### src/rtl/uart_rx.sv
// UART receiver: 2-flop synchronized line, S_TICK oversampling, mid-bit sampling,
// one-clk done / framing-error pulses.
module uart_rx #(
    parameter int NB_DATA = 8,
    parameter int S_TICK  = 16
) (
    input  logic               clk,
    input  logic               reset,
    input  logic               s_tick,
    input  logic               rx_serial,
    output logic [NB_DATA-1:0] data_out,
    output logic               rx_done_tick,
    output logic               frame_error
);
    localparam int TW = $clog2(S_TICK);
    localparam int BW = (NB_DATA > 1) ? $clog2(NB_DATA) : 1;
    localparam logic [TW-1:0] T_HALF = TW'(S_TICK / 2 - 1);
    localparam logic [TW-1:0] T_LAST = TW'(S_TICK - 1);
    localparam logic [BW-1:0] B_LAST = BW'(NB_DATA - 1);

    typedef enum logic [1:0] {IDLE, START, DATA, STOP} state_t;

    state_t             state, state_n;
    logic [TW-1:0]      tick_cnt, tick_n;
    logic [BW-1:0]      bit_cnt, bit_n;
    logic [NB_DATA-1:0] shift, shift_n;
    logic [NB_DATA-1:0] data_n;
    logic               armed, armed_n;
    logic               done_n, ferr_n;
    logic               rx_meta, rx_s;

    always_ff @(posedge clk or negedge reset) begin
        if (!reset) begin
            rx_meta      <= 1'b1;
            rx_s         <= 1'b1;
            state        <= IDLE;
            tick_cnt     <= '0;
            bit_cnt      <= '0;
            shift        <= '0;
            data_out     <= '0;
            armed        <= 1'b1;
            rx_done_tick <= 1'b0;
            frame_error  <= 1'b0;
        end else begin
            rx_meta      <= rx_serial;
            rx_s         <= rx_meta;
            state        <= state_n;
            tick_cnt     <= tick_n;
            bit_cnt      <= bit_n;
            shift        <= shift_n;
            data_out     <= data_n;
            armed        <= armed_n;
            rx_done_tick <= done_n;
            frame_error  <= ferr_n;
        end
    end

    always_comb begin
        state_n = state;
        tick_n  = tick_cnt;
        bit_n   = bit_cnt;
        shift_n = shift;
        data_n  = data_out;
        armed_n = armed;
        done_n  = 1'b0;
        ferr_n  = 1'b0;
        case (state)
            IDLE: begin
                // Start edge detection runs every clk; only counting waits for s_tick.
                if (rx_s) armed_n = 1'b1;
                if (armed && !rx_s) begin
                    state_n = START;
                    tick_n  = '0;
                end
            end
            START: if (s_tick) begin
                if (tick_cnt == T_HALF) begin
                    tick_n = '0;
                    if (!rx_s) begin
                        state_n = DATA;
                        bit_n   = '0;
                    end else begin
                        state_n = IDLE;
                    end
                end else begin
                    tick_n = tick_cnt + 1'b1;
                end
            end
            DATA: if (s_tick) begin
                if (tick_cnt == T_LAST) begin
                    shift_n = {rx_s, shift[NB_DATA-1:1]};
                    tick_n  = '0;
                    if (bit_cnt == B_LAST) state_n = STOP;
                    else                   bit_n   = bit_cnt + 1'b1;
                end else begin
                    tick_n = tick_cnt + 1'b1;
                end
            end
            STOP: if (s_tick) begin
                if (tick_cnt == T_LAST) begin
                    state_n = IDLE;
                    tick_n  = '0;
                    if (rx_s) begin
                        data_n = shift;
                        done_n = 1'b1;
                    end else begin
                        // Disarm so a held-low break reports only one error.
                        ferr_n  = 1'b1;
                        armed_n = 1'b0;
                    end
                end else begin
                    tick_n = tick_cnt + 1'b1;
                end
            end
            default: state_n = IDLE;
        endcase
    end
endmodule

### config.mk
export PLATFORM = sky130hd
export DESIGN_NAME = uart_rx
export DESIGN_NICKNAME = d
export VERILOG_FILES = /design/src/rtl/uart_rx.sv
export SDC_FILE = /design/constraint.sdc
export NUM_CORES = 1
export LEC_CHECK = 0
export CORE_MARGIN = 2
export CORE_UTILIZATION = 58
export DETAILED_ROUTE_END_ITERATION = 10
export PLACE_DENSITY = 0.81
export REMOVE_ABC_BUFFERS = 1
export SLEW_MARGIN = 20
export SYNTH_ARGS = -nofsm -noshare
export SYNTH_HDL_FRONTEND = slang
export SYNTH_SLANG_ARGS = --single-unit
### constraint.sdc
create_clock -name clk -period 2.9 [get_ports clk]
set_input_delay 0.725 -clock clk [delete_from_list [all_inputs] [get_ports clk]]
set_output_delay 0.725 -clock clk [all_outputs]
set_load 0.005 [all_outputs]
=== Yosys cells after proc, flatten, opt, wreduce, memory -nomap -nowiden ===
Cells that the tools add are included.

* Flip-flop bits (word level): 30
* Bits of input ports: 4
* Output and inout bits: 10
* Word-level logic and storage cells: 79

* $add $sub $neg: 2
* Eq/ne operators: 19
* Mux-type cells: 36
* Reduce and logical (&&, ||, !) cells: 12

{| class="wikitable"
|+ Operators by type and width
! cell !! count
|-
| 2-bit inequality test, second input constant || 12
|-
| 4-bit two-way mux || 5
|-
| 2-bit two-way mux || 9
|-
| 3-bit two-way mux || 6
|-
| 1-bit two-way mux || 12
|-
| 4-bit one-hot mux with 3 select lines || 1
|-
| 2-bit one-hot mux with 4 select lines || 1
|-
| 8-bit AND reduction || 1
|-
| 7-bit AND reduction || 1
|-
| 3-bit one-hot mux with 2 select lines || 1
|-
| 3-bit AND reduction || 2
|-
| 5-bit AND reduction || 1
|-
| 4-bit by 1-bit adder with 4-bit output, second input constant || 1
|-
| 2-bit == test, second input constant || 2
|-
| 4-bit by 3-bit == test with 1-bit output, second input constant || 1
|-
| 4-bit == test, second input constant || 1
|-
| 4-bit AND reduction || 1
|-
| 2-bit nonzero test || 2
|-
| 3-bit by 1-bit adder with 3-bit output, second input constant || 1
|-
| 3-bit == test, second input constant || 1
|-
| 2-bit by 1-bit == test with 1-bit output, second input constant || 1
|-
| 2-bit zero test || 1
|-
| 2-bit by 1-bit inequality test with 1-bit output, second input constant || 1
|-
| 1-bit one-hot mux with 2 select lines || 1
|-
| 3 further kinds || 3
|}

=== Longest topological paths before layout ===
Gate-level depths: netlist of the first run.

* Word-level depth: 5
* Mapped depth: 5

=== Worst setup path before layout of the first run ===
Ideal clock, no wire load.

* Path type: input port to flip-flop
* From: input s_tick
* To: register data_out[0]
* Library setup time: 0.125 ns
* Data arrival time: 1.554 ns
* Data required time: 2.775 ns
* Path slack: 1.221 ns
* Stages: 3
* Buffers on the path: 0
* Path through: nand4_4 > nor3_4 > mux2_2

* Word-level cells in the longest chain between the ends: 1

{| class="wikitable"
|+ Ends and longest elaborated chain
! element !! line !! RTL
|-
| start, declared || 9 || <nowiki>input logic s_tick,</nowiki>
|-
| 4-bit AND reduction (no line) || -- ||
|-
| end signal, assigned || 51 || <nowiki>data_out <= data_n;</nowiki>
|-
| end, declared || 11 || <nowiki>output logic [NB_DATA-1:0] data_out,</nowiki>
|}

No other way between the ends.
A chain may end at the register's enable or synchronous reset.

=== Worst setup path after layout of the first run ===
* From: input s_tick
* To: register data_out[3]

The elaborated chain is that of the path after synthesis.

==> impl_metrics.tcl, run 1 <==
set metrics [dict create \
    status "complete, no violations" \
    buffer_ports.inserted 13 \
    first_pass_grt_wire_length_um 3770 \
    finalSetupTns_ns 0 \
    area_growth_syn_to_layout_pct 15.9 \
    finalPower_w 0.000961 \
    design.final.nets 129 \
    slew_viol_final 0 \
    n_antenna_cell 0 \
    hpwlAfterDp_um 1460 \
    critPathMaxFanout 9 \
    post_route_cells_drive_above_1_share 0.285 \
    max_freq_mhz 479 \
    synth_warnings 0 \
    total_cts_buffers 5 \
    ys_top_cells_by_area "dfrtp_1 51%, mux2_2 16%, dfstp_2 5.9%" \
    avgSynthCellArea_sq_um 12.8 \
    endpoint_class_of_the_critical_path "flip-flop" \
    clkSlewWorstSetupHoldPaths_ns 0.07 \
    grt_remaining_overflow 0 \
    power.static_leakage_nw 0.717 \
    layout.core_utilization 0.705 \
    post_synth_num_cell_types 29 \
    critPathKind "primary input to flip-flop" \
    critical_path.slowest_cell "clkdlybuf4s50_1" \
    holdCritPathClass "flip-flop to flip-flop" \
    cts-root-buf "clkbuf_4" \
    detailroute.via_count 864 \
    setup.worst_path.start_class "primary input" \
    die-area_sq_um 2700 \
    share_of_synthesized_registers_carrying_an_async_set_or_reset 1.00 \
    drc_errors 0 \
    io-pin-count 14 \
    max_stage_delay_ns 0.57 \
    antenna_violations_before_repair 0 \
    grt_setup_unrepaired "false" \
    cts_tree "done" \
    max_slew_margin 0.660 \
    r2r_setup_slack_ns 1.11 \
    edff_count_synth 0 \
    clkSinkCount 30 \
    clock_path_buffers 2 \
    maximum_number_of_pins_on_one_net_before_global_route_repair 31 \
    post_cts_resized 0 \
    fin_crit_sh 0.720 \
    maximum_capacitance_violations 0 \
    irDropWorstVdd_mv 0.603 \
    placementRows 17 \
    cts_hold_buf 0 \
    postSynth.topFlopCell "dfrtp_1" \
    final_period_minus_worst_setup_slack_ns 2.09 \
    fin_worst_skew_ns 0.0142 \
    drt_pre_antenna_iters 4 \
    worstMarginPinSlew_ns 0.505 \
    synth.ff_latch_count 30 \
    initial_utilization 0.609 \
    wire_per_inst_um 14.0 \
    clk-insertion-delay-late_ns 0.32 \
    synth_area_leader_cell "dfrtp_1" \
    postCtsSetupBuffers 0 \
    final.setup.worst_slack_ns 0.812 \
    antenna_violating_nets_post_route 0 \
    synth_top_cell_area_share 0.507 \
    height_of_the_die_um 52.0 \
    grtUsageTotal 0.200 \
    coreArea_sq_um 2190 \
    power_per_cell_area_nw_per_um2 622 \
    drt-vias-per-instance 5.72 \
    die_width_um 52.0 \
    wl_um 2120 \
    netlist_area_sq_um 1330 \
    detailedRoute.firstIterationViolations 7 \
    final_weighted_congestion_in_routability_driven_placement 0.819 \
    post_synth_inst_count 104 \
    worstPathCellList "clkdlybuf4s50_1, nand4_4, nor3_4, mux2_2" \
    final-setup-viol-count 0 \
    cp.required_ns 3.09 \
    htree_num_levels 2 \
    report.final.hold_viol_count 0 \
    synth-seq-area-share 0.566 \
    first_global_vias 856 \
    place_ws_ns 0.468 \
    cp.arrival_ns 2.28 \
]
## cell families after synthesis
group	synth area share
xor+xnor	0.00657
flops	0.566
fa+ha+maj	0.0281
buf+inv	0.0291
simple gates	0.129
mux	0.160
compound gates	0.0807
## cells in the mapped netlist (2+ instances only)
library cell / number
buf_4: 2
nand2b_1: 2
nand2_1: 6
nor2_1: 4
a31oi_1: 2
nand3_1: 4
ha_1: 3
inv_1: 5
dfrtp_1: 27
dfstp_2: 3
mux2_2: 19
and3_2: 2
o21ai_0: 9
## state kept, by name, indices dropped and copies added, names as in the netlist, named ones only
register and count:
state 1, bit_cnt 3, shift 8, armed 1, frame_error 1, rx_done_tick 1, rx_s 1, data_out 8
rx_meta 1, tick_cnt 4
## per-stage QoR
step	hold WS, ns	std cells	cell area [sq um]
floorplan	0.345	101	1310
global placement	0.346	143	1490
detailed placement	0.349	143	1490
CTS	0.361	151	1550
global route	0.364	151	1550
finish	0.359	151	1550
## layout by cell type (no fill, tap or decap), types with 2 or more instances in the layout
master / netlist / final
nand3_1: 4 / 4
clkbuf_1: 0 / 2
nor2_1: 4 / 4
nand2_1: 6 / 6
a31oi_1: 2 / 2
clkdlybuf4s50_1: 0 / 13
nand2b_1: 2 / 2
dfstp_2: 3 / 3
o21ai_0: 9 / 9
inv_1: 5 / 5
and3_2: 2 / 2
clkbuf_4: 0 / 5
mux2_2: 19 / 19
dfrtp_1: 27 / 27
ha_1: 3 / 3
## path summary, 6_finish.rpt
kind,from,to,cells past startpoint
min in group asynchronous,reset,state[0],2
setup / recovery,s_tick,data_out[3],4
setup reg to reg,tick_cnt[0],data_out[3],4
max in group asynchronous,reset,rx_meta,2
hold reg to reg,rx_meta,rx_s,0
hold / removal,rx_meta,rx_s,0
## area by class of cell
class	instances	area (sq um)
flip-flops and latches	30	754
fillers	163	646
multi-input cells	66	541
repair buffers	14	138
clock buffers	8	58.8
well taps	28	35.0
inverters	5	18.8
## power breakdown
part	switching [W]	leakage, nW	internal, W	total [W]
sequential	0.0000894	0.397	0.000460	0.000550
combinational	0.0000899	0.287	0.0000738	0.000164
clock	0.000129	0.0326	0.000119	0.000248
## critical path: cells and delay by family
kind	cells	cell delay, ns
buffers and inverters	1	0.57
muxes	1	0.39
and+or+nand+nor	2	0.59
## metal layers
metal  wire (um)  share of wire  global-route usage
met1         935           0.44               0.235
met4          12         0.0057              0.0526
met5           0              0                   0
met3         100          0.047              0.0948
met2        1070           0.50               0.327
Note: power is estimated with default switching activity, not from simulation.
==> inputs of run 2 (changes only) <==
CORE_UTILIZATION = 54   (was 58)
PLACE_DENSITY = 0.77   (was 0.81)
clock period = 2 ns   (was 2.9 ns; I/O delays follow)
==> run 2 against run 1 <==
Effect of this change: via count is 3.2% higher; non-clock buffer count is 5 higher; register-to-register slack worse by 0.83 ns; clock power up 76%; flip-flop and latch count stayed put; sequential power up 46%; highest routed layer unchanged.
==> impl_metrics.tcl, run 2 (synthesis results as in run 1) <==
set metrics [dict create \
    status "complete, no violations" \
    cts_hold_buf 0 \
    drt-vias-per-instance 5.65 \
    irDropWorstVdd_mv 0.843 \
    maximum_capacitance_violations 0 \
    placementRows 18 \
    htree_num_levels 2 \
    antenna_violations_before_repair 0 \
    power.static_leakage_nw 0.757 \
    r2r_cells 5 \
    final-setup-viol-count 0 \
    max_freq_mhz 582 \
    post_route_cells_drive_above_1_share 0.328 \
    biggestRegsByFlops "data_out (8), shift (8), tick_cnt (4)" \
    layout_commonest_cell "dfrtp_1" \
    endpoint_class_of_the_critical_path "flip-flop" \
    die-area_sq_um 2880 \
    timing.rr.end "bit_cnt[1]" \
    fin_worst_skew_ns 0.0145 \
    antenna_violating_nets_post_route 0 \
    crit_path_start "bit_cnt[0]" \
    wl_um 2310 \
    timing.critical_path.mode_cell "ha_1" \
    first_pass_grt_wire_length_um 3950 \
    total_of_fill_cells_in_the_finished_design 174 \
    grtUsageTotal 0.198 \
    critical_path.slowest_cell "dfrtp_1" \
    total_cts_buffers 5 \
    height_of_the_die_um 53.7 \
    final.setup.worst_slack_ns 0.282 \
    drc_errors 0 \
    first_global_vias 892 \
    max_stage_delay_ns 0.40 \
    buffer_ports.inserted 13 \
    area_of_the_multi_input_gates_sq_um 541 \
    worstPathCellList "ha_1, ha_1, nor4bb_1, o21ai_0, mux2_2" \
    io-pin-count 14 \
    final_weighted_congestion_in_routability_driven_placement 0.782 \
    detailedRoute.firstIterationViolations 15 \
    area_growth_syn_to_layout_pct 21.3 \
    cts-root-buf "clkbuf_4" \
    max_slew_margin 0.692 \
    regToRegStartpoint "bit_cnt[0]" \
    post_cts_resized 0 \
    clock_path_buffers 2 \
    crit_end "bit_cnt[1]" \
    cp.arrival_ns 1.92 \
    final_period_minus_worst_setup_slack_ns 1.72 \
    r2r_setup_slack_ns 0.28 \
    clk-insertion-delay-late_ns 0.32 \
    fin_crit_sh 0.859 \
    cts_tree "done" \
    initial_utilization 0.553 \
    detailroute.via_count 892 \
    wire_per_inst_um 14.6 \
    cp.required_ns 2.21 \
    report.final.hold_viol_count 0 \
    critPathBufInv 0 \
    critPathMaxFanout 3 \
    holdCritPathClass "flip-flop to flip-flop" \
    grt_setup_unrepaired "false" \
    finalSetupTns_ns 0 \
    place_ws_ns -0.0337 \
    worst-path-stages 5 \
    design.final.nets 134 \
    path_delay_family "adder cells" \
    postCtsSetupBuffers 0 \
    grt_remaining_overflow 0 \
    n_antenna_cell 0 \
    drt_pre_antenna_iters 4 \
    maximum_number_of_pins_on_one_net_before_global_route_repair 31 \
    coreArea_sq_um 2410 \
    critPathKind "flip-flop to flip-flop" \
    clkSinkCount 30 \
    slew_viol_final 0 \
    worstMarginPinSlew_ns 0.458 \
    ff_latch_area_sq_um 754 \
    final_cell_mix "27 x dfrtp_1, 19 x mux2_2, 13 x clkdlybuf4s50_1, 9 x o21ai_0, 6 x nand2_1" \
    fin_cells 158 \
    hpwlAfterDp_um 1620 \
    clkSlewWorstSetupHoldPaths_ns 0.09 \
    die_width_um 53.7 \
    setup.worst_path.start_class "flip-flop" \
    power_per_cell_area_nw_per_um2 914 \
    numPlacedInstances 150 \
]
==> run 2: cell types whose count changed in the layout (fill, tap and decap cells not counted), sizes merged <==
cell  change
buf       +5
==> run 2: cell type report <==
| type | count | area share |
|---|---|---|
| clock buffer | 8 | 0.0487 |
| multi-input combinational | 66 | 0.334 |
| sequential | 30 | 0.466 |
| inverter | 5 | 0.0116 |
| tap | 30 | 0.0232 |
| timing repair buffer | 19 | 0.116 |
==> run 2: how the worst min path moves through the flow <==
stage | slack, ns | depth (start not counted) | start | end
after floorplan | 0.20 | 0 | reset | asynchronous set/reset pin
after global placement | 0.35 | 0 | rx_meta | rx_s
after detailed placement | 0.35 | 0 | rx_meta | rx_s
after CTS | 0.36 | 0 | rx_meta | rx_s
after global routing | 0.37 | 0 | rx_meta | rx_s
final | 0.36 | 0 | rx_meta | rx_s
==> run 2: where the power goes <==
part / switching, W / internal, W
Clock: 0.000197 / 0.000240
Sequential: 0.000135 / 0.000667
Combinational: 0.000130 / 0.000110
Total: 0.000461 / 0.00102
==> run 2: through the flow <==
step	util	hold WS, ns	cell area (sq um)	power (W)
after floorplan	-	0.204	1310	0.000957
after global placement	0.639	0.346	1540	0.00103
after detailed placement	0.639	0.349	1540	0.00105
after CTS	0.671	0.361	1620	0.00149
after global routing	0.671	0.371	1620	0.00157
final	0.671	0.361	1620	0.00148
==> run 2: worst reg2reg max path, cell delays in order (launching register included) <==
cell and delay [ns]:
dfrtp_1 0.40, ha_1 0.20, ha_1 0.21, nor4bb_1 0.26, o21ai_0 0.20, mux2_2 0.33
==> run 2: per-layer routing <==
metal,global-route usage,vias up,part of all wire
li1,-,425,-
met1,0.252,440,0.47
met2,0.299,23,0.47
met3,0.0500,4,0.042
met4,0.132,0,0.017
met5,0,-,0
==> inputs of run 3 (changes only) <==
ABC_AREA = 1   (was default)
CORE_UTILIZATION = 55   (was 54)
==> run 3 against run 2 <==
Effect of this change: critical path type is now flip-flop to output pin; clock-buffer cell count unchanged; clock skew about the same; core utilization decreased by 0.67 points; setup slack improved by 0.024 ns; largest cell class unchanged; non-clock buffer count decreased by 5; sequential share of layout area decreased by 0.39 points; sequential power decreased by 8.0%.
==> impl_metrics.tcl, run 3 <==
set metrics [dict create \
    postCtsSetupBuffers 0 \
    antenna_violating_nets_post_route 0 \
    cts-root-buf "clkbuf_4" \
    net-switching-power_w 0.000567 \
    avgSynthCellArea_sq_um 9.34 \
    finalPower_w 0.00154 \
    critPathBufInv 1 \
    final_period_minus_worst_setup_slack_ns 1.69 \
    grt_remaining_overflow 0 \
    cp.arrival_ns 1.19 \
    grtUsageTotal 0.203 \
    numPlacedInstances 194 \
    power.sequential.fraction 0.478 \
    wl_um 2370 \
    grt_setup_unrepaired "false" \
    layout_commonest_cell "nand2_1" \
    setup.worst_path.start_class "flip-flop" \
    coreArea_sq_um 2450 \
    first_pass_grt_wire_length_um 4200 \
    clkSlewWorstSetupHoldPaths_ns 0.09 \
    place_ws_ns 0.173 \
    drt_pre_antenna_iters 6 \
    cts_tree "done" \
    maximum_number_of_pins_on_one_net_before_global_route_repair 31 \
    design.final.nets 178 \
    drt-vias-per-instance 5.15 \
    r2r_cells 7 \
    timing.rr.end "bit_cnt[1]" \
    final.setup.worst_slack_ns 0.306 \
    r2r_setup_slack_ns 0.46 \
    die-area_sq_um 3000 \
    maximum_capacitance_violations 0 \
    die_width_um 54.8 \
    buffer_ports.inserted 13 \
    finalSetupTns_ns 0 \
    synth.ff_latch_count 30 \
    max_stage_delay_ns 0.50 \
    max_slew_margin 0.754 \
    final_cell_mix "43 x nand2_1, 27 x dfrtp_1, 19 x inv_1, 16 x o21ai_2, 13 x clkdlybuf4s50_1" \
    path_delay_family "buffers and inverters" \
    endpoint_class_of_the_critical_path "output pin" \
    power_per_cell_area_nw_per_um2 946 \
    internal_power_w 0.000977 \
    regToRegStartpoint "bit_cnt[0]" \
    clock_path_buffers 2 \
    detailroute.via_count 1040 \
    placementRows 18 \
    report.final.hold_viol_count 0 \
    height_of_the_die_um 54.8 \
    holdCritPathClass "flip-flop to flip-flop" \
    comb_power_share 0.280 \
    post_synth_num_cell_types 23 \
    post_cts_resized 0 \
    clkSinkCount 30 \
    io-pin-count 14 \
    hold_path_end "rx_s" \
    final_weighted_congestion_in_routability_driven_placement 0.813 \
    edff_count_synth 0 \
    antenna_violations_before_repair 0 \
    status "complete, no violations" \
    first_global_vias 964 \
    fin_worst_skew_ns 0.0144 \
    ys_top_cells_by_area "dfrtp_1 48%, nand2_1 11%, o21ai_2 9.9%" \
    hpwlAfterDp_um 1750 \
    clk-insertion-delay-late_ns 0.33 \
    post_synth_inst_count 152 \
    worstPathCellList "clkdlybuf4s50_1" \
    synth_top_cells_by_count "43 x nand2_1, 27 x dfrtp_1, 19 x inv_1, 16 x o21ai_2, 7 x nor2_1" \
    critical_path.slowest_cell "clkdlybuf4s50_1" \
    htree_num_levels 2 \
    post_route_cells_drive_above_1_share 0.227 \
    total_cts_buffers 5 \
    cts_hold_buf 0 \
    synth_top_cell_area_share 0.476 \
    n_antenna_cell 0 \
    pwr-share-clk 0.242 \
    final-setup-viol-count 0 \
    synth_area_leader_cell "dfrtp_1" \
    worst_hold_startpoint "rx_meta" \
    area_growth_syn_to_layout_pct 14.9 \
    cp.required_ns 1.50 \
    swShare 0.367 \
    synth-seq-area-share 0.531 \
    biggestRegsByFlops "data_out (8), shift (8), tick_cnt (4)" \
    max_freq_mhz 590 \
    synth_warnings 0 \
    irDropWorstVdd_mv 0.698 \
    detailedRoute.firstIterationViolations 21 \
    wire_per_inst_um 11.7 \
    post-synth-top-count-cell "nand2_1" \
    power.static_leakage_nw 0.796 \
    critPathMaxFanout 2 \
    worstMarginPinSlew_ns 0.369 \
    initial_utilization 0.578 \
    critPathKind "flip-flop to output pin" \
    share_of_synthesized_registers_carrying_an_async_set_or_reset 1.00 \
    netlist_area_sq_um 1420 \
    slew_viol_final 0 \
    worst_hold_path.num_cells 0 \
    drc_errors 0 \
    postSynth.topFlopCell "dfrtp_1" \
    fin_crit_sh 0.847 \
    fin_cells 202 \
]
[run 3: cells by family after synthesis]
logic type	count (synthesis)	synth area share
AND/OR/NAND/NOR	68	0.223
flip-flops	30	0.531
AO/OA/AOI/OAI	26	0.138
adder cells (fa/ha/maj)	3	0.0264
XOR/XNOR	1	0.00617
buffers and inverters	24	0.0749
[run 3: through the flow]
step,instance area (sq um),hold WS [ns],util
floorplan,1400,0.204,-
detailed placement,1570,0.347,0.641
finish,1630,0.358,0.665
CTS,1630,0.359,0.665
global placement,1570,0.346,0.641
global route,1630,0.369,0.665
[run 3: power groups by stage]
| stage | Sequential, W | Clock, W | Combinational [W] |
|---|---|---|---|
| 4_1_cts | 0.000737 | 0.000386 | 0.000434 |
| 2_1_floorplan | 0.000729 | 0 | 0.000328 |
| 3_5_place_dp | 0.000746 | 0 | 0.000432 |
| 5_1_grt | 0.000750 | 0.000416 | 0.000494 |
| 3_3_place_gp | 0.000742 | 0 | 0.000392 |
| 6_report | 0.000738 | 0.000373 | 0.000432 |
[run 3: how the worst max path moves through the flow]
stage	from	end	slack [ns]	cells after the start
CTS	data_out[5]	data_out[5]	0.29	1
finish	data_out[5]	data_out[5]	0.31	1
global route	data_out[5]	data_out[5]	0.24	1
global placement	s_tick	flip-flop	0.25	8
floorplan	tick_cnt[0]	data_out[0]	0.66	9
detailed placement	s_tick	flip-flop	0.17	8
[run 3: routing by layer]
| layer | vias up | routed length [um] | track usage |
|---|---|---|---|
| li1 | 520 | - | - |
| met1 | 486 | 1030 | 0.244 |
| met3 | 6 | 120 | 0.0820 |
| met2 | 28 | 1180 | 0.325 |
| met4 | 0 | 37 | 0.0750 |
| met5 | - | 0 | 0 |
[run 3: layout make-up]
cell class | instances | area, sq um
inverters | 22 | 83.8
clock buffers | 8 | 58.8
well taps | 30 | 37.5
repair buffers | 14 | 138
fillers | 212 | 823
flip-flops and latches | 30 | 754
multi-input cells | 98 | 559
